$ cat src/rtl/multiword_add_ctrl.sv
// Nibble-serial adder: one 4-bit ripple_adder reused over NIBBLES clocks, LSB nibble first.
// Optional SUBTRACT_EN adds a 'sub' port selecting a - b (two's complement via ~b and carry-in 1).

module ripple_adder (
    input  logic [3:0] a,
    input  logic [3:0] b,
    input  logic       cin,
    output logic [3:0] sum,
    output logic       cout
);
    always_comb begin
        logic c;
        c   = cin;
        sum = '0;
        for (int unsigned i = 0; i < 4; i++) begin
            sum[i] = a[i] ^ b[i] ^ c;
            c      = (a[i] & b[i]) | (c & (a[i] ^ b[i]));
        end
        cout = c;
    end
endmodule

module multiword_add_ctrl #(
    parameter int unsigned NIBBLES = 4
) (
    input  logic                   clk,
    input  logic                   rst,
    input  logic                   in_valid,
    output logic                   in_ready,
    input  logic [4*NIBBLES-1:0]   a,
    input  logic [4*NIBBLES-1:0]   b,
    input  logic                   cin,
`ifdef SUBTRACT_EN
    input  logic                   sub,
`endif
    output logic                   out_valid,
    input  logic                   out_ready,
    output logic [4*NIBBLES-1:0]   sum,
    output logic                   cout,
    output logic                   busy
);
    localparam int unsigned W  = 4 * NIBBLES;
    localparam int unsigned IW = $clog2(NIBBLES + 1);

    typedef enum logic [1:0] {IDLE, RUN, DONE} state_t;

    state_t          state_q, state_d;
    logic [W-1:0]    a_q, a_d, b_q, b_d, sum_q, sum_d;
    logic            cin_q, cin_d, carry_q, carry_d, cout_q, cout_d;
    logic [IW-1:0]   idx_q, idx_d;
`ifdef SUBTRACT_EN
    logic            sub_q, sub_d;
`endif

    logic [3:0]      nib_a, nib_b, add_sum;
    logic            add_cin, add_cout;

    ripple_adder u_adder (
        .a    (nib_a),
        .b    (nib_b),
        .cin  (add_cin),
        .sum  (add_sum),
        .cout (add_cout)
    );

    assign in_ready  = (state_q == IDLE) && !rst;
    assign busy      = (state_q == RUN);
    assign out_valid = (state_q == DONE);
    assign sum       = sum_q;
    assign cout      = cout_q;

    // Operand nibble select; idx 0 takes the registered carry-in, later nibbles the carry chain.
    always_comb begin
        logic [3:0] raw_b;
        nib_a = '0;
        raw_b = '0;
        for (int unsigned i = 0; i < NIBBLES; i++) begin
            if (idx_q == IW'(i)) begin
                nib_a = a_q[i*4 +: 4];
                raw_b = b_q[i*4 +: 4];
            end
        end
`ifdef SUBTRACT_EN
        nib_b   = sub_q ? ~raw_b : raw_b;
        add_cin = (idx_q == '0) ? (sub_q | cin_q) : carry_q;
`else
        nib_b   = raw_b;
        add_cin = (idx_q == '0) ? cin_q : carry_q;
`endif
    end

    always_comb begin
        state_d = state_q;
        a_d     = a_q;
        b_d     = b_q;
        cin_d   = cin_q;
        carry_d = carry_q;
        cout_d  = cout_q;
        idx_d   = idx_q;
        sum_d   = sum_q;
`ifdef SUBTRACT_EN
        sub_d   = sub_q;
`endif
        unique case (state_q)
            IDLE: begin
                if (in_valid && in_ready) begin
                    a_d     = a;
                    b_d     = b;
                    cin_d   = cin;
                    idx_d   = '0;
                    sum_d   = '0;
                    cout_d  = 1'b0;
                    carry_d = 1'b0;
`ifdef SUBTRACT_EN
                    sub_d   = sub;
`endif
                    state_d = RUN;
                end
            end
            RUN: begin
                for (int unsigned i = 0; i < NIBBLES; i++) begin
                    if (idx_q == IW'(i)) sum_d[i*4 +: 4] = add_sum;
                end
                carry_d = add_cout;
                idx_d   = idx_q + 1'b1;
                if (idx_q == IW'(NIBBLES - 1)) begin
                    cout_d  = add_cout;
                    state_d = DONE;
                end
            end
            DONE: begin
                if (out_ready) state_d = IDLE;
            end
            default: state_d = IDLE;
        endcase
    end

    always_ff @(posedge clk) begin
        if (rst) begin
            state_q <= IDLE;
            a_q     <= '0;
            b_q     <= '0;
            cin_q   <= 1'b0;
            carry_q <= 1'b0;
            cout_q  <= 1'b0;
            idx_q   <= '0;
            sum_q   <= '0;
`ifdef SUBTRACT_EN
            sub_q   <= 1'b0;
`endif
        end else begin
            state_q <= state_d;
            a_q     <= a_d;
            b_q     <= b_d;
            cin_q   <= cin_d;
            carry_q <= carry_d;
            cout_q  <= cout_d;
            idx_q   <= idx_d;
            sum_q   <= sum_d;
`ifdef SUBTRACT_EN
            sub_q   <= sub_d;
`endif
        end
    end
endmodule

$ cat config.mk
export PLATFORM = sky130hd
export DESIGN_NAME = multiword_add_ctrl
export DESIGN_NICKNAME = d
export VERILOG_FILES = /design/src/rtl/multiword_add_ctrl.sv
export SDC_FILE = /design/constraint.sdc
export NUM_CORES = 1
export LEC_CHECK = 0
export ABC_AREA = 0
export BUFFER_PORTS_ARGS = -buffer_cell sky130_fd_sc_hd__buf_2
export CAP_MARGIN = 20
export CORE_ASPECT_RATIO = 0.7
export CORE_UTILIZATION = 40
export CTS_CLUSTER_SIZE = 8
export DETAILED_ROUTE_END_ITERATION = 7
export RECOVER_POWER = 50
export SYNTH_ARGS = -nofsm -noshare
export SYNTH_HDL_FRONTEND = slang
export SYNTH_SLANG_ARGS = --single-unit
$ cat constraint.sdc
create_clock -name clk -period 3.1 [get_ports clk]
set_input_delay 0.31 -clock clk [delete_from_list [all_inputs] [get_ports clk]]
set_output_delay 0.31 -clock clk [all_outputs]
set_load 0.01 [all_outputs]
Word level (Yosys, flattened, before mapping)
Index checks and enable logic that the tools add are counted.
- output and inout bits: 20
- register bits: 56
- input port bits: 37
- word-level logic and storage cells: 81
- reduce and logical (&&, ||, !) cells: 13
- $add $sub $neg: 1
- bitwise operators: 20
- equality and inequality tests: 11
- muxes and demuxes: 25
- operators with widths (cell ; number):
    4-bit two-way mux ; 12
    16-bit one-hot mux with 2 select lines ; 1
    16-bit two-way mux ; 1
    3-bit AND reduction ; 5
    2-bit by 1-bit inequality test with 1-bit output, second input constant ; 6
    1-bit AND ; 8
    1-bit bitwise XOR ; 8
    3-bit by 2-bit == test with 1-bit output, second input constant ; 2
    2-bit two-way mux ; 3
    2-bit one-hot mux with 3 select lines ; 1
    3-bit one-hot mux with 2 select lines ; 1
    1-bit OR ; 4
    1-bit one-hot mux with 2 select lines ; 2
    2-bit AND reduction ; 2
    3-bit by 1-bit adder with 3-bit output, second input constant ; 1
    3-bit by 1-bit == test with 1-bit output, second input constant ; 1
    3-bit logical NOT ; 1
    1-bit two-way mux ; 3
    3-bit two-way mux ; 1
    2-bit by 1-bit == test with 1-bit output, second input constant ; 1
    2-bit == test, second input constant ; 1
    1-bit logical AND ; 2
    2-bit logical NOT ; 1
    2-bit nonzero test ; 1
    1-bit logical NOT ; 1

Longest topological paths before layout
Gate-level depths: netlist of run 1.
- depth after elaboration: 16
- gate-level depth with buffers: 16
- gate-level depth less buffers: 15

Cells and area by module
From an unflattened synthesis of run 1, not the netlist that was laid out.
- cell total of the unflattened synthesis: 324
- area total of the unflattened synthesis: 2549.9 um2
- modules (own cells, without submodules) (module ; seq. area each (um2) ; area each (um2) ; cells each ; instances):
    multiword_add_ctrl ; 1121.1 ; 2432.3 ; 310 ; 1
    ripple_adder ; 0.0 ; 117.6 ; 14 ; 1

Least setup slack after synthesis of run 1
OpenSTA, ideal clock, no wires.
- path type: flip-flop to flip-flop
- start: reg idx_q[0]
- end: reg sum_q[3] (netlist: sum[3])
- required time: 2.999 ns
- stages on the path, launching flop included: 17
- clock period less this slack: 3.205 ns
- library setup time: 0.101 ns
- arrival time: 3.104 ns
- path slack: -0.105 ns
- buffers on the path: 1
- cells stage by stage: dfxtp_1 inv_1 ha_1 clkbuf_1 a21oi_1 o21ai_0 a32o_1 fa_1 inv_1 fa_1 inv_1 fa_1 inv_1 fa_1 nor2_1 nand2_1 o41ai_1
- word-level cells in the longest chain between the ends: 15
- elaborated cells between the ends (all ways): 31
- classes of those cells: eq/ne (4); mux (11); bitwise (14); reduce/logical (2)
- RTL lines (element ; line ; source):
    from (decl) ; 50 ; logic [IW-1:0] idx_q, idx_d;
    from (signal assigned) ; 158 ; idx_q <= idx_d;
    3-bit logical NOT ; 78, 88, 122 ;
    4-bit two-way mux (4 in series) ; 78 ; if (idx_q == IW'(i)) begin
    1-bit bitwise XOR ; 17 ; c = (a[i] & b[i]) | (c & (a[i] ^ b[i]));
    1-bit AND ; 17 ;
    1-bit OR ; 17 ;
    1-bit AND ; 17 ;
    1-bit OR ; 17 ;
    1-bit AND ; 17 ;
    1-bit OR ; 17 ;
    1-bit bitwise XOR ; 16 ; sum[i] = a[i] ^ b[i] ^ c;
    4-bit two-way mux ; 122 ; if (idx_q == IW'(i)) sum_d[i*4 +: 4] = add_sum;
    16-bit one-hot mux with 2 select lines ; 104 ; unique case (state_q)
    to (signal assigned) ; 159 ; sum_q <= sum_d;
    to (decl) ; 48 ; logic [W-1:0] a_q, a_d, b_q, b_d, sum_q, sum_d;
Several ways; a longest one is shown, not always the timed one. The select of a mux whose other input is x is not followed.
A chain may end at the register's enable or synchronous reset.

Worst setup path in the final report of run 1
- start: reg idx_q[1]
- end: reg sum_q[11] (netlist: sum[11])
- word-level cells in the longest chain between the ends: 15
- elaborated cells between the ends (all ways): 31
- classes of those cells: eq/ne (4); mux (11); bitwise (14); reduce/logical (2)
- RTL lines (element ; line):
    3-bit logical NOT ; 78, 88
    4-bit two-way mux (4 in series) ; 78
    1-bit bitwise XOR ; 17
    1-bit AND ; 17
    1-bit OR ; 17
    1-bit AND ; 17
    1-bit OR ; 17
    1-bit AND ; 17
    1-bit OR ; 17
    1-bit bitwise XOR ; 16
    4-bit two-way mux ; 122
    16-bit one-hot mux with 2 select lines ; 104
Several ways; a longest one is shown, not always the timed one. The select of a mux whose other input is x is not followed.

==> key figures, run 1 <==
Worst setup path
  – CP Cell Sequence: buf_4, ha_4, a21oi_2, o21ai_1, a32o_2, fa_2, inv_1, fa_2, inv_1, fa_2, inv_2, fa_1, nor2_2, nand2_1, o41ai_1
  – CP required: 3.31 ns
  – Reg-to-reg setup timing slack: 0.15 ns
  – Crit-path leading delay family: adder cells
  – Top cell by count, worst path: fa_2
  – Worst setup EP type: register
  – CP Buf/Inv Count: 4
  – Slowest CP cell: fa_1
  – Worst setup SP type: register
  – Worst Path Max Fanout: 6
  – Largest stage delay, worst path: approximately 0.42 ns
  – Crit path kind: register to register
  – Crit path arrival time: between 3 and 4 ns

STA
  – Worst clock skew: roughly 0.0037 ns
  – Fmax: around 340 MHz
  – Period utilization: between 90% and 100%
  – Post-route setup TNS: 0 ns
  – Worst-margin pin slew: between 1.5 and 2 ns
  – Slew HR: -1.89%
  – Min Hold Slack: 0.234 ns
  – Setup-failing EPs final: 0
  – Final worst slack: roughly 0.15 ns
  – RSZ-0062 raised after global routing: no
  – Minimum clock period: 2.95 ns
  – Hold Vio Cnt, Final: 0
  – Final-report max-slew violation count: 47

CTS
  – Clk pin slew, worst setup/hold paths: ~0.09 ns
  – Number of setup buffers added after CTS: 0
  – CTS tree: done
  – CTS buffer count: 5
  – Clock latency on the worst-skew pair: 0.30 ns
  – Sink Count: 56
  – Hold-fix buffers, CTS: 0
  – Root Driver: clkbuf_8
  – CTS max path bufs: 2
  – H-tree levels: 2

Logic synthesis
  – Most frequent cell after synthesis: nand2_1
  – Top cell type's share of synthesized area: between 40% and 50%
  – Syn Nets: around 360
  – Synth Flop Type: dfxtp_1
  – Async set-reset flop share out of synthesis: 0%
  – Mapped Cells: 316
  – Synthesized flop and latch total: 56
  – Unique masters post-synth: 28
  – Top cells by count, synth: nand2_1 (89), dfxtp_1 (56), a21oi_1 (54)
  – Syn Area/Cell: 8.11 um^2
  – Synth top area cells: dfxtp_1 (44%), nand2_1 (13%), a21oi_1 (11%), nand2b_1 (3.7%), fa_1 (3.1%)
  – Synth area leader: dfxtp_1
  – Yosys warns: 0
  – Syn Std Cell Area: approximately 0.0026 mm^2
  – Post-synthesis sequential area ratio: 43.7%
  – Post-synth EDFFs: 0

Final layout
  – Fin nets: between 400 and 500
  – ANT cells: 0
  – Fin cells: 450
  – Final instance area: 0.00309 mm^2
  – Post-layout util: a little over 50%
  – Share of cells above drive strength 1: 21.9%
  – Area Growth Syn to Fin: 20.5%
  – Fill cell count: 602

Die
  – Die width: roughly 98 um
  – Die H: about 69 um
  – Io pins: 57
  – Core area: just under 0.006 mm^2
  – Die Area: between 0.006 and 0.007 mm^2
  – FP Rows: 23
  – Starting density of the core: 43.0%

Status
  – Failing checks: DRC, capacitance limit, slew limit
  – Status: finished with violations

GRT
  – Total Routing Usage GR: 19.0%
  – Largest net degree at the start of global routing: 51
  – First-pass GRT wire length: approximately 9900 um
  – Initial antenna violation count: 0
  – Total grt overflow: 0
  – Number of global-route vias before repair: 1,958

Placed design
  – Worst slack, placed: -0.0385 ns
  – Dpl cell area: 0.00295 mm^2
  – Gp weighted congestion: around 0.83
  – Placed insts: about 440
  – # port buffers: between 50 and 60
  – HPWL Detailed: ~4500 um

Detailed routing
  – Routed via count: 2,255
  – DR DRC count: 10
  – Post-Route WL: 6260 um
  – Detailed Route Iter0 Violations: 100
  – Drt wl/cell: ~14 um
  – Vias per cell: roughly 5
  – Final ANT Viol Nets: 0
  – DRT Pass-1 Iters: 7

Pwr
  – Pwr Total: 1.38 mW
  – Leak: 1.12 nW
  – Pwr Density: 446 mW/mm^2
  – VDD IR-drop max: 0.215 mV

Flow run
  – Max Cap Violations: 1

Min path
  – Worst min path class: primary input to register
==> worst register-to-register path, stage by stage (launching register included) <==
cell and delay, ns:
dfxtp_4 0.36, buf_4 0.14, ha_4 0.18, a21oi_2 0.10
o21ai_1 0.07, a32o_2 0.28, fa_2 0.37, inv_1 0.07
fa_2 0.17, inv_1 0.05, fa_2 0.33, inv_2 0.07
fa_1 0.42, nor2_2 0.15, nand2_1 0.07, o41ai_1 0.05
==> kinds of logic after synthesis <==
kind of cell / synth area share (%)
buf+inv: 7.86
mux: 0.391
simple gates: 23.7
compound gates: 18.8
flops: 43.8
fa+ha+maj: 5.57
==> cell type report <==
class	count	area [um^2]	share of cell area, %
well taps	75	93.8	3.04
inverters	14	52.6	1.70
repair buffers	76	405	13.1
flip-flops and latches	56	1130	36.5
multi-input cells	221	1320	42.7
clock buffers	8	90.1	2.92
==> state kept, by name, summed over array words and instances (netlist names) <==
signal,flops
carry_q,1
a_q,16
b_q,16
cout,1
idx_q,3
sum,16
state_q,2
cin_q,1
==> repair_timing <==
action                     CTS  global route
pin swaps                    1             4
setup endpoints to repair    4             4
gates resized for setup      6            18
==> path summary, 6_finish.rpt <==
kind	start	to	cells after the start
setup / recovery	idx_q[1]$_SDFFE_PP0P_	sum[11]$_SDFFE_PP0P_	15
hold / removal	a[5]	a_q[5]$_SDFFE_PP0P_	3
setup reg to reg	idx_q[1]$_SDFFE_PP0P_	sum[11]$_SDFFE_PP0P_	15
hold reg to reg	a_q[7]$_SDFFE_PP0P_	a_q[7]$_SDFFE_PP0P_	2
==> per-layer routing <==
layer  global-route usage (%)  part of all wire [%]
met5                        0                     0
met4                     4.55                  0.43
met3                     4.23                   6.9
met2                     27.7                    41
met1                     28.2                    52
==> where the power goes <==
part           internal, mW  switching, mW
combinational        0.0905          0.117
clock                 0.183          0.224
sequential            0.744         0.0192
==> cells in the final DEF, fill, tap and decap left out, types with 4 or more instances in the layout <==
cell type and instances:
nand2_1 89, buf_4 20, a32oi_1 4, nand3b_1 7, o41ai_1 6, nand3_1 8, ha_4 4, clkbuf_8 6
dfxtp_1 54, a21oi_1 52, o21ai_0 6, clkbuf_1 22, nand2b_1 15, inv_1 11, buf_2 36
Note: power is estimated with default switching activity, not from simulation.
==> inputs of run 2 (changes only) <==
--- a/config.mk
+++ b/config.mk
@@ -10,6 +10,7 @@
 export CAP_MARGIN = 20
 export CORE_ASPECT_RATIO = 0.7
 export CORE_UTILIZATION = 40
+export CTS_BUF_LIST = sky130_fd_sc_hd__clkbuf_16
 export CTS_CLUSTER_SIZE = 8
 export DETAILED_ROUTE_END_ITERATION = 7
 export RECOVER_POWER = 50
==> key figures, run 2 (synthesized netlist as in run 1, its figures left out) <==
Die
  – Die Area: 0.00674 mm^2 (unchanged)
  – Io pins: 57 (unchanged)
  – Die H: 69.0 um (unchanged)
  – Starting density of the core: 43.0% (unchanged)
  – FP Rows: 23 (unchanged)
  – Core area: 0.00596 mm^2 (unchanged)
  – Die width: 97.7 um (unchanged)

Worst setup path
  – Reg-to-reg setup timing slack: 0.14 ns (about the same)
  – FF-to-FF path depth: 13 (-2)
  – Slowest CP cell: fa_1
  – Crit path arrival time: 3.15 ns (-0.02 ns)
  – CP Buf/Inv Count: 4 (unchanged)
  – Worst setup EP type: register
  – Largest stage delay, worst path: 0.42 ns (about the same)
  – Worst setup SP type: register
  – CP required: 3.29 ns (-0.02 ns)
  – CP Cell Sequence: buf_4, ha_4, a21oi_2, o21ai_1, a32o_2, fa_2, inv_1, fa_2, inv_1, fa_2, inv_2, fa_1, o32ai_1
  – Worst Path Max Fanout: 6 (unchanged)
  – Top cell by count, worst path: fa_2
  – RR Endpoint: sum[15]$_SDFFE_PP0P_
  – Crit-path leading delay family: adder cells
  – Crit path kind: register to register
  – RR Startpoint: idx_q[1]$_SDFFE_PP0P_

Min path
  – Worst min path class: primary input to register
  – Worst hold path depth: 3 (unchanged)
  – Hold worst-path end: a_q[5]$_SDFFE_PP0P_
  – Min-delay src: a[5]

STA
  – RSZ-0062 raised after global routing: no
  – Final worst slack: 0.138 ns (-0.00790 ns)
  – Worst-margin pin slew: 1.54 ns (+0.00926 ns)
  – Slew HR: -2.51% (-0.62 points)
  – Worst clock skew: 0.00310 ns (-0.000573 ns)
  – Minimum clock period: 2.96 ns (+0.00790 ns)
  – Post-route setup TNS: 0 ns (unchanged)
  – Final-report max-slew violation count: 47 (unchanged)
  – Period utilization: 95.6% (+0.25 points)
  – Hold Vio Cnt, Final: 0 (unchanged)
  – Min Hold Slack: 0.255 ns (+0.0207 ns)
  – Setup-failing EPs final: 0 (unchanged)
  – Fmax: 338 MHz (-0.27%)

Detailed routing
  – Post-Route WL: 6300 um (+0.61%)
  – Vias per cell: 5.06 (+0.98%)
  – Routed via count: 2,277 (+0.98%)
  – DRT Pass-1 Iters: 7 (unchanged)
  – Detailed Route Iter0 Violations: 111 (+11%)
  – Final ANT Viol Nets: 0 (unchanged)
  – DR DRC count: 10 (unchanged)
  – Drt wl/cell: 14.0 um (+0.61%)

CTS
  – Number of setup buffers added after CTS: 0 (unchanged)
  – H-tree levels: 2 (unchanged)
  – Hold-fix buffers, CTS: 0 (unchanged)
  – CTS tree: done
  – CTS max path bufs: 2 (unchanged)
  – Sink Count: 56 (unchanged)
  – Clk pin slew, worst setup/hold paths: 0.07 ns (-0.02 ns)
  – CTS buffer count: 5 (unchanged)
  – Root Driver: clkbuf_16
  – Clock latency on the worst-skew pair: 0.28 ns (-0.02 ns)

Final layout
  – Final instance area: 0.00313 mm^2 (+1.5%)
  – Commonest non-fill, non-tap cell in the layout: nand2_1
  – Fill cell count: 588 (-2.3%)
  – Fin cells: 450 (unchanged)
  – Share of cells above drive strength 1: 21.6% (-0.27 points)
  – Fin nets: 420 (unchanged)
  – Commonest cells after routing, fill and taps aside: nand2_1 (89), dfxtp_1 (54), a21oi_1 (52), buf_2 (36)
  – ANT cells: 0 (unchanged)
  – Post-layout util: 52.6% (+0.78 points)
  – Area Growth Syn to Fin: 22.3%

Pwr
  – Pwr Density: 478 mW/mm^2 (+7.2%)
  – Pwr Total: 1.50 mW (+8.8%)
  – Leak: 1.15 nW (+2.5%)
  – VDD IR-drop max: 0.200 mV (-6.7%)

GRT
  – Total Routing Usage GR: 19.1% (+0.16 points)
  – Largest net degree at the start of global routing: 51 (unchanged)
  – Total grt overflow: 0 (unchanged)
  – Initial antenna violation count: 0 (unchanged)
  – Number of global-route vias before repair: 1,944 (-0.72%)
  – First-pass GRT wire length: 9910 um (+0.42%)

Placed design
  – Placed insts: 442 (unchanged)
  – Worst slack, placed: -0.0385 ns (unchanged)
  – Dpl cell area: 0.00295 mm^2 (unchanged)
  – HPWL Detailed: 4470 um (unchanged)
  – # port buffers: 56 (unchanged)
  – Gp weighted congestion: 0.826 (unchanged)

Flow run
  – Max Cap Violations: 1 (unchanged)

Status
  – Status: finished with violations
  – Failing checks: DRC, capacitance limit, slew limit
-- run 2: cell count changes in the layout (fill, tap and decap cells not counted) --
cell	delta
clkbuf_1	-2
clkinv_1	+1
inv_1	+2
clkbuf_16	+5
clkbuf_8	-6
-- run 2: layout make-up --
class                   instances  area, um^2  area share [%]
flip-flops and latches         56        1130            36.0
well taps                      75        93.8            2.99
clock buffers                   5         125            3.99
multi-input cells             221        1320            42.0
repair buffers                 76         405            12.9
inverters                      14        52.6            1.68
clock inverters                 3        11.3           0.359
-- run 2: layer usage --
layer	vias to the layer above	track usage (%)	routed length [um]	part of all wire, %
met1	1026	28.2	3280	52
met2	62	27.7	2650	42
met3	2	4.54	353	5.6
met4	0	5.11	19	0.30
li1	1187	-	-	-
met5	-	0	0	0
-- run 2: worst max-delay path by stage --
stage / start / to / slack, ns / depth (start not counted)
6_report: idx_q[1]$_SDFFE_PP0P_ / sum[15]$_SDFFE_PP0P_ / 0.14 / 13
5_1_grt: idx_q[1]$_SDFFE_PP0P_ / sum[11]$_SDFFE_PP0P_ / 0.01 / 15
4_1_cts: idx_q[0]$_SDFFE_PP0P_ / sum[7]$_SDFFE_PP0P_ / 0.01 / 14
3_5_place_dp: idx_q[0]$_SDFFE_PP0P_ / sum[7]$_SDFFE_PP0P_ / -0.04 / 15
3_3_place_gp: idx_q[1]$_SDFFE_PP0P_ / sum[3]$_SDFFE_PP0P_ / 0.04 / 15
2_1_floorplan: idx_q[0]$_SDFFE_PP0P_ / sum[3]$_SDFFE_PP0P_ / 0.01 / 16
-- run 2: worst min-delay path, stage by stage --
cell	delay, ns
buf_2	0.09
nand2_1	0.04
a21oi_1	0.05
-- run 2: timing repair --
item / in CTS / in global routing
pin swaps: 1 / 4
gates resized for setup: 6 / 18
endpoints found under the hold margin: 0 / 0
setup endpoints to repair: 4 / 4
cloned: 0 / 0
-- run 2: power breakdown --
group	internal, mW	switching [mW]
sequential	0.745	0.0198
clock	0.291	0.237
combinational	0.0901	0.116
==> inputs of run 3 (changes only) <==
--- a/config.mk
+++ b/config.mk
@@ -8,11 +8,12 @@
 export ABC_AREA = 0
 export BUFFER_PORTS_ARGS = -buffer_cell sky130_fd_sc_hd__buf_2
 export CAP_MARGIN = 20
-export CORE_ASPECT_RATIO = 0.7
-export CORE_UTILIZATION = 40
+export CORE_ASPECT_RATIO = 0.75
+export CORE_UTILIZATION = 48
 export CTS_BUF_LIST = sky130_fd_sc_hd__clkbuf_16
 export CTS_CLUSTER_SIZE = 8
 export DETAILED_ROUTE_END_ITERATION = 7
+export PLACE_DENSITY = 0.75
 export RECOVER_POWER = 50
 export SYNTH_ARGS = -nofsm -noshare
 export SYNTH_HDL_FRONTEND = slang
==> key figures, run 3 (synthesized netlist as in run 1, its figures left out) <==
Status
  – Status: completed

Die
  – Io pins: 57 (unchanged)
  – FP Rows: 22 (-4.3%)
  – Starting density of the core: 51.1% (+8.1 points)
  – Die H: 65.3 um (-5.4%)
  – Core area: 0.00501 mm^2 (-16%)
  – Die Area: 0.00564 mm^2 (-16%)
  – Die width: 86.4 um (-12%)

Min path
  – Worst min path class: primary input to register
  – Worst hold path depth: 3 (unchanged)
  – Hold worst-path end: b_q[5]$_SDFFE_PP0P_
  – Min-delay src: b[5]

Flow run
  – Max Cap Violations: 0 (-1)

STA
  – RSZ-0062 raised after global routing: no
  – Period utilization: 95.5% (about the same)
  – Fmax: 338 MHz (about the same)
  – Hold Vio Cnt, Final: 0 (unchanged)
  – Minimum clock period: 2.96 ns (-0.000434 ns)
  – Worst clock skew: 0.00343 ns (+0.000330 ns)
  – Slew HR: 0.394% (+2.9 points)
  – Final-report max-slew violation count: 0 (-100%)
  – Post-route setup TNS: 0 ns (unchanged)
  – Setup-failing EPs final: 0 (unchanged)
  – Worst-margin pin slew: 1.49 ns (-0.0435 ns)

Worst setup path
  – Slowest CP cell: fa_1
  – Reg-to-reg setup timing slack: 0.14 ns (about the same)
  – Worst setup SP type: register
  – FF-to-FF path depth: 15 (+2)
  – Crit-path leading delay family: adder cells
  – CP Buf/Inv Count: 4 (unchanged)
  – Crit path kind: register to register
  – Top cell by count, worst path: fa_2
  – Worst setup EP type: register
  – RR Endpoint: sum[7]$_SDFFE_PP0P_
  – CP Cell Sequence: buf_4, ha_4, a21oi_2, o21ai_1, a32o_2, fa_2, inv_2, fa_2, inv_1, fa_2, inv_1, fa_1, nor2_2, nand2_1, o41ai_1
  – Worst Path Max Fanout: 6 (unchanged)
  – RR Startpoint: idx_q[1]$_SDFFE_PP0P_
  – CP required: 3.29 ns (about the same)
  – Largest stage delay, worst path: 0.44 ns (+0.02 ns)
  – Crit path arrival time: 3.15 ns (about the same)

CTS
  – Clock latency on the worst-skew pair: 0.29 ns (about the same)
  – Clk pin slew, worst setup/hold paths: 0.07 ns (about the same)
  – Number of setup buffers added after CTS: 0 (unchanged)
  – CTS buffer count: 5 (unchanged)
  – Sink Count: 56 (unchanged)
  – CTS tree: done
  – Root Driver: clkbuf_16
  – H-tree levels: 2 (unchanged)
  – CTS max path bufs: 2 (unchanged)

GRT
  – First-pass GRT wire length: 10,200 um (+2.9%)
  – Initial antenna violation count: 0 (unchanged)
  – Number of global-route vias before repair: 2,145 (+10%)
  – Largest net degree at the start of global routing: 47 (-7.8%)
  – Total Routing Usage GR: 23.6% (+4.5 points)
  – Total grt overflow: 0 (unchanged)

Placed design
  – # port buffers: 56 (unchanged)
  – HPWL Detailed: 4350 um (-2.7%)
  – Dpl cell area: 0.00296 mm^2 (+0.38%)
  – Gp weighted congestion: 0.836 (+1.2%)

Pwr
  – VDD IR-drop max: 0.274 mV (+37%)
  – Pwr Density: 481 mW/mm^2 (+0.66%)
  – Leak: 1.15 nW (+0.62%)

Detailed routing
  – Met1 wire length: 3120 um (-4.7%)
  – Drt wl/cell: 13.6 um (-3.1%)
  – DR DRC count: 0 (-10)
  – DRT Pass-1 Iters: 4 (-3)
  – Detailed Route Iter0 Violations: 158 (+42%)
  – Top Metal Used: met4
  – Metal2 WL: 2520 um (-4.8%)
  – Routed via count: 2,309 (+1.4%)
  – Post-Route WL: 6070 um (-3.5%)
  – Final ANT Viol Nets: 0 (unchanged)
  – DR WL met3: 378 um (+7.1%)
  – Vias per cell: 5.15 (+1.9%)

Final layout
  – Commonest cells after routing, fill and taps aside: nand2_1 (89), dfxtp_1 (54), a21oi_1 (52), buf_2 (38), buf_4 (21)
  – ANT cells: 0 (unchanged)
  – Final instance area: 0.00313 mm^2 (about the same)
  – Fin nets: 422 (+0.48%)
  – Area Growth Syn to Fin: 22.2% (about the same)
  – Area of the multi-input gates: 0.00131 mm^2 (-0.95%)
  – Share of cells above drive strength 1: 22.3% (+0.74 points)
  – Commonest non-fill, non-tap cell in the layout: nand2_1
  – Storage element area: 0.00113 mm^2 (unchanged)
  – Fill cell count: 473 (-20%)
run 3: what timing repair did:
| action | in CTS | in global routing |
|---|---|---|
| hold buffers | 0 | 0 |
| pin swaps | 2 | 6 |
| gates resized for setup | 11 | 12 |
| setup endpoints to repair | 4 | 4 |
run 3: layer usage:
layer,vias up,track usage [%]
met4,0,5.63
met5,-,0
met3,7,8.29
li1,1184,-
met2,62,34.4
met1,1056,33.3
run 3: how the worst max path moves through the flow:
stage | cells after the start | from | endpoint | slack [ns]
after floorplan | 16 | idx_q[0]$_SDFFE_PP0P_ | sum[3]$_SDFFE_PP0P_ | 0.01
after global placement | 15 | idx_q[1]$_SDFFE_PP0P_ | sum[11]$_SDFFE_PP0P_ | 0.04
after detailed placement | 15 | idx_q[1]$_SDFFE_PP0P_ | sum[7]$_SDFFE_PP0P_ | -0.09
after CTS | 14 | idx_q[0]$_SDFFE_PP0P_ | sum[7]$_SDFFE_PP0P_ | 0.004
after global routing | 15 | idx_q[1]$_SDFFE_PP0P_ | sum[3]$_SDFFE_PP0P_ | 0.03
final | 15 | idx_q[1]$_SDFFE_PP0P_ | sum[7]$_SDFFE_PP0P_ | 0.14
run 3: area by class of cell:
class	instances	share of cell area, %
Clock buffer	5	4.00
Clock inverter	2	0.280
Inverter	14	1.76
Multi-Input combinational cell	221	41.7
Sequential cell	56	36.0
Tap cell	72	2.88
Timing Repair Buffer	78	13.4
run 3: where the power goes:
group	leakage (nW)	internal (mW)	switching, mW
Combinational	0.628	0.0935	0.117
Sequential	0.456	0.745	0.0194
Clock	0.0709	0.291	0.242
Total	1.15	1.13	0.379
run 3: worst register-to-register path, stage by stage, from the launching register on:
cell and delay, ns:
dfxtp_4 0.36, buf_4 0.14, ha_4 0.18, a21oi_2 0.09, o21ai_1 0.08, a32o_2 0.28, fa_2 0.35, inv_2 0.06
fa_2 0.17, inv_1 0.05, fa_2 0.32, inv_1 0.07, fa_1 0.44, nor2_2 0.16, nand2_1 0.07, o41ai_1 0.06
run 3: metrics by stage:
| stage | worst slack (ns) | power, mW | hold WS (ns) | utilization, % | instances |
|---|---|---|---|---|---|
| after global placement | 0.0423 | 0.974 | 0.441 | 59.1 | 441 |
| final | 0.138 | 1.51 | 0.249 | 62.5 | 448 |
| after CTS | 0.00430 | 1.51 | 0.250 | 62.4 | 448 |
| after detailed placement | -0.0928 | 0.980 | 0.447 | 59.1 | 441 |
| after floorplan | 0.0119 | 0.903 | 0.431 | - | 316 |
| after global routing | 0.0273 | 1.58 | 0.248 | 62.5 | 448 |
